## config.mk

```make
export PLATFORM = sky130hd
export DESIGN_NAME = bus_arbiter
export DESIGN_NICKNAME = d
export VERILOG_FILES = /design/src/rtl/bus_arbiter.sv
export SDC_FILE = /design/constraint.sdc
export NUM_CORES = 1
export LEC_CHECK = 0
export BUFFER_PORTS_ARGS = -buffer_cell sky130_fd_sc_hd__buf_2
export CAP_MARGIN = 20
export CORE_ASPECT_RATIO = 0.7
export CORE_UTILIZATION = 46
export CTS_CLUSTER_SIZE = 16
export DETAILED_ROUTE_END_ITERATION = 8
export PLACE_DENSITY = 0.89
export SETUP_SLACK_MARGIN = 0.2
export SYNTH_ARGS = -nofsm -noshare
export SYNTH_HDL_FRONTEND = slang
export SYNTH_SLANG_ARGS = --single-unit
```

## constraint.sdc

```tcl
create_clock -name clk -period 5.32 [get_ports clk]
set_clock_uncertainty 0.1 [all_clocks]
set_input_delay 0.532 -clock clk [delete_from_list [all_inputs] [get_ports clk]]
set_output_delay 0.532 -clock clk [all_outputs]
set_load 0.005 [all_outputs]
```

## src/rtl/bus_arbiter.sv

```systemverilog
// Two-master round-robin arbiter sharing one slave bus between the instruction
// fetch and data ports, one transaction in flight, with a per-transaction ack timeout.
module bus_arbiter #(
  parameter int TIMEOUT = 64
) (
  input  logic        clk,
  input  logic        rst,
  input  logic        i_access,
  input  logic [31:0] i_addr,
  output logic [31:0] i_data,
  output logic        i_ack,
  output logic        i_error,
  input  logic        d_access,
  input  logic [31:0] d_addr,
  input  logic [3:0]  d_bytesel,
  input  logic        d_wr_en,
  input  logic [31:0] d_wr_val,
  output logic [31:0] d_data,
  output logic        d_ack,
  output logic        d_error,
  output logic        m_access,
  output logic [31:0] m_addr,
  output logic [3:0]  m_bytesel,
  output logic        m_wr_en,
  output logic [31:0] m_wr_val,
  input  logic [31:0] m_data,
  input  logic        m_ack
);

  typedef enum logic [1:0] {IDLE, BUSY, DONE} state_t;

  localparam logic [7:0] TC_LAST = 8'(TIMEOUT - 1);

  state_t      state, state_nx;
  logic        grant, grant_nx;            // 0 = instruction port, 1 = data port
  logic        last_grant, last_grant_nx;
  logic [7:0]  tcount, tcount_nx;
  logic        m_access_nx;
  logic [31:0] m_addr_nx;
  logic [3:0]  m_bytesel_nx;
  logic        m_wr_en_nx;
  logic [31:0] m_wr_val_nx;
  logic [31:0] i_data_nx, d_data_nx;
  logic        i_ack_nx, i_error_nx, d_ack_nx, d_error_nx;
  logic [31:0] rsp_data;

  always_ff @(posedge clk or posedge rst) begin
    if (rst) begin
      state      <= IDLE;
      grant      <= 1'b0;
      last_grant <= 1'b0;
      tcount     <= 8'd0;
      m_access   <= 1'b0;
      m_addr     <= 32'd0;
      m_bytesel  <= 4'd0;
      m_wr_en    <= 1'b0;
      m_wr_val   <= 32'd0;
      i_data     <= 32'd0;
      i_ack      <= 1'b0;
      i_error    <= 1'b0;
      d_data     <= 32'd0;
      d_ack      <= 1'b0;
      d_error    <= 1'b0;
    end else begin
      state      <= state_nx;
      grant      <= grant_nx;
      last_grant <= last_grant_nx;
      tcount     <= tcount_nx;
      m_access   <= m_access_nx;
      m_addr     <= m_addr_nx;
      m_bytesel  <= m_bytesel_nx;
      m_wr_en    <= m_wr_en_nx;
      m_wr_val   <= m_wr_val_nx;
      i_data     <= i_data_nx;
      i_ack      <= i_ack_nx;
      i_error    <= i_error_nx;
      d_data     <= d_data_nx;
      d_ack      <= d_ack_nx;
      d_error    <= d_error_nx;
    end
  end

  always_comb begin
    state_nx      = state;
    grant_nx      = grant;
    last_grant_nx = last_grant;
    tcount_nx     = tcount;
    m_access_nx   = m_access;
    m_addr_nx     = m_addr;
    m_bytesel_nx  = m_bytesel;
    m_wr_en_nx    = m_wr_en;
    m_wr_val_nx   = m_wr_val;
    i_data_nx     = 32'd0;
    i_ack_nx      = 1'b0;
    i_error_nx    = 1'b0;
    d_data_nx     = 32'd0;
    d_ack_nx      = 1'b0;
    d_error_nx    = 1'b0;
    rsp_data      = 32'd0;

    case (state)
      IDLE: begin
        if (i_access || d_access) begin
          // On contention the port that was not served last wins.
          grant_nx    = d_access && (!i_access || !last_grant);
          state_nx    = BUSY;
          m_access_nx = 1'b1;
          tcount_nx   = 8'd0;
          if (grant_nx) begin
            m_addr_nx    = d_addr;
            m_bytesel_nx = d_bytesel;
            m_wr_en_nx   = d_wr_en;
            m_wr_val_nx  = d_wr_val;
          end else begin
            m_addr_nx    = i_addr;
            m_bytesel_nx = 4'hF;
            m_wr_en_nx   = 1'b0;
            m_wr_val_nx  = 32'd0;
          end
        end
      end

      BUSY: begin
        // A real ack on the last allowed cycle beats the timeout.
        if (m_ack || tcount == TC_LAST) begin
          rsp_data = (m_ack && !m_wr_en) ? m_data : 32'd0;
          if (grant) begin
            d_ack_nx   = 1'b1;
            d_error_nx = !m_ack;
            d_data_nx  = rsp_data;
          end else begin
            i_ack_nx   = 1'b1;
            i_error_nx = !m_ack;
            i_data_nx  = rsp_data;
          end
          last_grant_nx = grant;
          state_nx      = DONE;
          m_access_nx   = 1'b0;
          m_addr_nx     = 32'd0;
          m_bytesel_nx  = 4'd0;
          m_wr_en_nx    = 1'b0;
          m_wr_val_nx   = 32'd0;
        end else begin
          tcount_nx = tcount + 8'd1;
        end
      end

      DONE: state_nx = IDLE;

      default: state_nx = IDLE;
    endcase
  end

endmodule
```

==> impl_results.html <==
<table>
<tr><th>Metric</th><th>Value</th></tr>
<tr><th colspan="2">Status</th></tr>
<tr><td>Outcome</td><td>completed</td></tr>
<tr><th colspan="2">Critical path</th></tr>
<tr><td>Required time at the worst-slack endpoint</td><td>5.54 ns</td></tr>
<tr><td>Slowest stage cell on the critical path</td><td>sky130_fd_sc_hd__a21boi_4</td></tr>
<tr><td>Max incr delay on CP</td><td>0.63 ns</td></tr>
<tr><td>Peak fanout along the critical path</td><td>40</td></tr>
<tr><td>Slack of the worst reg-to-reg path</td><td>2.64 ns</td></tr>
<tr><td>Kind of critical path</td><td>register to register</td></tr>
<tr><td>Nature of the critical path endpoint</td><td>register</td></tr>
<tr><td>CP Data Arrival Time</td><td>2.90 ns</td></tr>
<tr><td>Ordered list of cells on the worst path</td><td>ha_1, and3_1, a21o_1, a21boi_4, buf_4, o2bb2ai_1</td></tr>
<tr><td>Kind of launch point of the worst setup path</td><td>register</td></tr>
<tr><th colspan="2">Cells and area</th></tr>
<tr><td>Fraction of the core area covered by cells at the end of the flow</td><td>65.52%</td></tr>
<tr><td>Area added between synthesis and finish</td><td>37.48%</td></tr>
<tr><td>Number of filler instances in the final layout</td><td>902</td></tr>
<tr><td>Most frequent cells in the layout</td><td>sky130_fd_sc_hd__buf_2, sky130_fd_sc_hd__dfrtp_1, sky130_fd_sc_hd__and3_1, sky130_fd_sc_hd__o2bb2ai_1, sky130_fd_sc_hd__a22o_1</td></tr>
<tr><td>Multi-input logic area</td><td>1744 um2</td></tr>
<tr><td>Ant diodes</td><td>0</td></tr>
<tr><td>Number of nets in the layout</td><td>822</td></tr>
<tr><td>Cell Count, Final, Fillers Out</td><td>851</td></tr>
<tr><td>Fraction of layout cells with a size suffix above 1</td><td>46.54%</td></tr>
<tr><td>Post-route cell area</td><td>7737 um2</td></tr>
<tr><td>Most common cell after layout, fill and taps aside</td><td>sky130_fd_sc_hd__buf_2</td></tr>
<tr><td>Sequential cell area</td><td>3754 um2</td></tr>
<tr><th colspan="2">Detailed routing</th></tr>
<tr><td>Number of antenna-violating nets in the routed design</td><td>0</td></tr>
<tr><td>Post-DR wirelength/cell</td><td>17.16 um</td></tr>
<tr><td>Number of DRC markers in iteration 0</td><td>213</td></tr>
<tr><td>DR DRC count</td><td>0</td></tr>
<tr><td>Total detailed-routing wirelength</td><td>14600 um</td></tr>
<tr><td>Via total after detailed routing</td><td>4446</td></tr>
<tr><td>Vias per inst</td><td>5.224</td></tr>
<tr><td>Detailed Routing Iterations Pass 1</td><td>4</td></tr>
<tr><th colspan="2">Clocking</th></tr>
<tr><td>Total of cells resized after clock tree synthesis</td><td>0</td></tr>
<tr><td>Number of CTS-inserted buffers</td><td>17</td></tr>
<tr><td>TritonCTS clock tree</td><td>built</td></tr>
<tr><td>Number of buffers on the longest clock path</td><td>2</td></tr>
<tr><td># H-tree levels</td><td>4</td></tr>
<tr><td>Root Buffer</td><td>sky130_fd_sc_hd__clkbuf_16</td></tr>
<tr><td>Clock latency of the later-clocked register in the worst-skew pair</td><td>0.41 ns</td></tr>
<tr><td>Clock tree sinks</td><td>150</td></tr>
<tr><td>CTS clock-pin slew for the worst setup and hold paths</td><td>0.06 ns</td></tr>
<tr><td>Setup repair bufs after CTS</td><td>0</td></tr>
<tr><td>Hold_buf cts</td><td>0</td></tr>
<tr><th colspan="2">GRT</th></tr>
<tr><td>Pin count of the biggest net entering global routing</td><td>87</td></tr>
<tr><td>Overall track demand over capacity in global routing</td><td>22.98%</td></tr>
<tr><td>Total overflow reported by the global router</td><td>0</td></tr>
<tr><td>First-pass GRT wire length</td><td>22130 um</td></tr>
<tr><td>Antenna violations before repair</td><td>0</td></tr>
<tr><td>Vias in the first global route</td><td>4379</td></tr>
<tr><th colspan="2">Synth</th></tr>
<tr><td>Post-Synthesis Cells</td><td>414</td></tr>
<tr><td>Count of yosys warnings during synthesis</td><td>0</td></tr>
<tr><td>Cell area after technology mapping</td><td>5628 um2</td></tr>
<tr><td>Proportion of register bits with asynchronous set or reset after synthesis</td><td>100.0%</td></tr>
<tr><td>Post-synth EDFFs</td><td>0</td></tr>
<tr><td>Syn Nets</td><td>553</td></tr>
<tr><td>Sequential cell area fraction in the yosys report</td><td>66.70%</td></tr>
<tr><td>Post-synth top area share</td><td>66.70%</td></tr>
<tr><td>Post-Syn Area per Cell</td><td>13.59 um2</td></tr>
<tr><td>Distinct cell type count of the synthesized netlist</td><td>35</td></tr>
<tr><td>Top post-synthesis cells by area</td><td>sky130_fd_sc_hd__dfrtp_1, sky130_fd_sc_hd__and3_1, sky130_fd_sc_hd__mux2i_1</td></tr>
<tr><td>Total of flip-flops plus latches after synthesis</td><td>150</td></tr>
<tr><td>Top_reg_cell synth</td><td>sky130_fd_sc_hd__dfrtp_1</td></tr>
<tr><td>Largest area contributor in the synthesized netlist</td><td>sky130_fd_sc_hd__dfrtp_1</td></tr>
<tr><th colspan="2">Timing</th></tr>
<tr><td>Hold Vio Cnt, Final</td><td>0</td></tr>
<tr><td>Number of setup violations in the final report</td><td>0</td></tr>
<tr><td>Final-report max-slew violation count</td><td>0</td></tr>
<tr><td>Post-route worst setup slack</td><td>2.643 ns</td></tr>
<tr><td>Setup_tns</td><td>0 ns</td></tr>
<tr><td>Worst slew pin tran</td><td>1.010 ns</td></tr>
<tr><td>Setup repair after global routing missed its margin</td><td>no</td></tr>
<tr><td>Relative slew slack</td><td>32.67%</td></tr>
<tr><td>Highest attainable clock frequency</td><td>0.3735 GHz</td></tr>
<tr><td>Clock period minus worst slack</td><td>2.677 ns</td></tr>
<tr><td>Crit share post-route</td><td>50.32%</td></tr>
<tr><th colspan="2">Power and ir drop</th></tr>
<tr><td>Cell Pwr Density</td><td>499.2 nW/um2</td></tr>
<tr><td>LEAKAGE</td><td>4.477 nW</td></tr>
<tr><td>Maximum vdd drop</td><td>0.2724 mV</td></tr>
<tr><th colspan="2">Floorplanning</th></tr>
<tr><td>Number of top-level pins</td><td>276</td></tr>
<tr><td>Core region area</td><td>11810 um2</td></tr>
<tr><td>Initial standard-cell utilization of the core</td><td>47.66%</td></tr>
<tr><td>Horizontal die dimension</td><td>134.2 um</td></tr>
<tr><td>Die boundary height</td><td>94.55 um</td></tr>
<tr><td>Area of the die</td><td>12690 um2</td></tr>
<tr><td>Site Rows</td><td>33</td></tr>
<tr><th colspan="2">Placed design</th></tr>
<tr><td>I/O Buffers</td><td>275</td></tr>
<tr><td>Area after detailed placement</td><td>7124 um2</td></tr>
<tr><td>Inst Count DP</td><td>819</td></tr>
<tr><td>Final HPWL DP</td><td>10180 um</td></tr>
<tr><td>RD Place Congestion</td><td>0.8348</td></tr>
<tr><td>Post-place setup slack</td><td>2.026 ns</td></tr>
<tr><th colspan="2">Hold path</th></tr>
<tr><td>Hold Path Class</td><td>input port to async pin</td></tr>
<tr><th colspan="2">Run</th></tr>
<tr><td>Max-cap viol count</td><td>0</td></tr>
</table>
==> final cells by class <==
cell class | instances | area share [%]
flip-flops and latches | 150 | 48.51
inverters | 3 | 0.2102
multi-input cells | 229 | 22.54
repair buffers | 282 | 18.73
well taps | 157 | 2.539
clock buffers | 20 | 5.902
clock inverters | 10 | 1.569
==> path summary, 6_finish.rpt <==
| kind | start | endpoint | cells past startpoint |
|---|---|---|---|
| worst max-delay path | tcount[0] | m_bytesel[1] | 6 |
| worst min-delay path | rst | i_data[6] | 2 |
| worst max register to register | tcount[0] | m_bytesel[1] | 6 |
| worst min register to register | m_bytesel[2] | m_bytesel[2] | 1 |
| max in group asynchronous | rst | d_data[14] | 3 |
| min in group clk | d_wr_val[0] | m_wr_val[0] | 2 |
==> kinds of logic after synthesis <==
logic type | after synthesis | share of synthesized area (%)
simple gates | 104 | 11.07
flops | 150 | 66.70
mux | 32 | 5.691
buf+inv | 35 | 2.801
fa+ha+maj | 1 | 0.2223
compound gates | 92 | 13.52
==> critical path: cells and delay by family (launching register included) <==
| kind | cells | cell delay, ns |
|---|---|---|
| adder cells (fa/ha/maj) | 1 | 0.25 |
| flip-flops | 1 | 0.40 |
| AND/OR/NAND/NOR | 1 | 0.26 |
| buffers and inverters | 1 | 0.51 |
| AO/OA/AOI/OAI | 3 | 1.04 |
==> through the flow <==
step / total power (W) / hold slack (ns)
6_report: 0.003863 / 0.1773
5_1_grt: 0.004075 / 0.2233
4_1_cts: 0.003875 / 0.1948
3_5_place_dp: 0.002687 / 0.3698
3_3_place_gp: 0.002616 / 0.3668
2_1_floorplan: 0.002198 / 0.3623
==> Yosys cell counts, types with 3 or more instances <==
library cell / number
sky130_fd_sc_hd__dfrtp_1: 150
sky130_fd_sc_hd__and3_1: 67
sky130_fd_sc_hd__o2bb2ai_1: 36
sky130_fd_sc_hd__a22o_1: 33
sky130_fd_sc_hd__mux2i_1: 32
sky130_fd_sc_hd__clkbuf_1: 18
sky130_fd_sc_hd__buf_2: 12
sky130_fd_sc_hd__nand2_1: 9
sky130_fd_sc_hd__nor2_1: 7
sky130_fd_sc_hd__nand3_1: 6
sky130_fd_sc_hd__a21oi_1: 5
sky130_fd_sc_hd__o21ai_0: 4
sky130_fd_sc_hd__a21o_1: 3
sky130_fd_sc_hd__a31oi_1: 3
sky130_fd_sc_hd__inv_1: 3
sky130_fd_sc_hd__nor3_1: 3
==> flip-flops by register name (all words and copies together), names as in the netlist <==
register,count
m_addr,32
m_wr_en,1
grant,1
m_wr_val,32
d_ack,1
m_bytesel,4
d_error,1
state,2
m_access,1
i_error,1
i_data,32
d_data,32
i_ack,1
tcount,8
last_grant,1
==> where the power goes <==
group          total [W]  switching [W]  internal [W]
sequential       0.00162       0.000181       0.00144
combinational    0.00107       0.000577      0.000492
clock            0.00117       0.000460      0.000715
==> routing by layer <==
| metal | part of all wire (%) | track usage [%] |
|---|---|---|
| met2 | 51 | 38.64 |
| met4 | 1.3 | 7.022 |
| met1 | 42 | 29.19 |
| met3 | 6.6 | 6.441 |
| met5 | 0 | 0 |
Note: power is estimated with default switching activity, not from simulation.
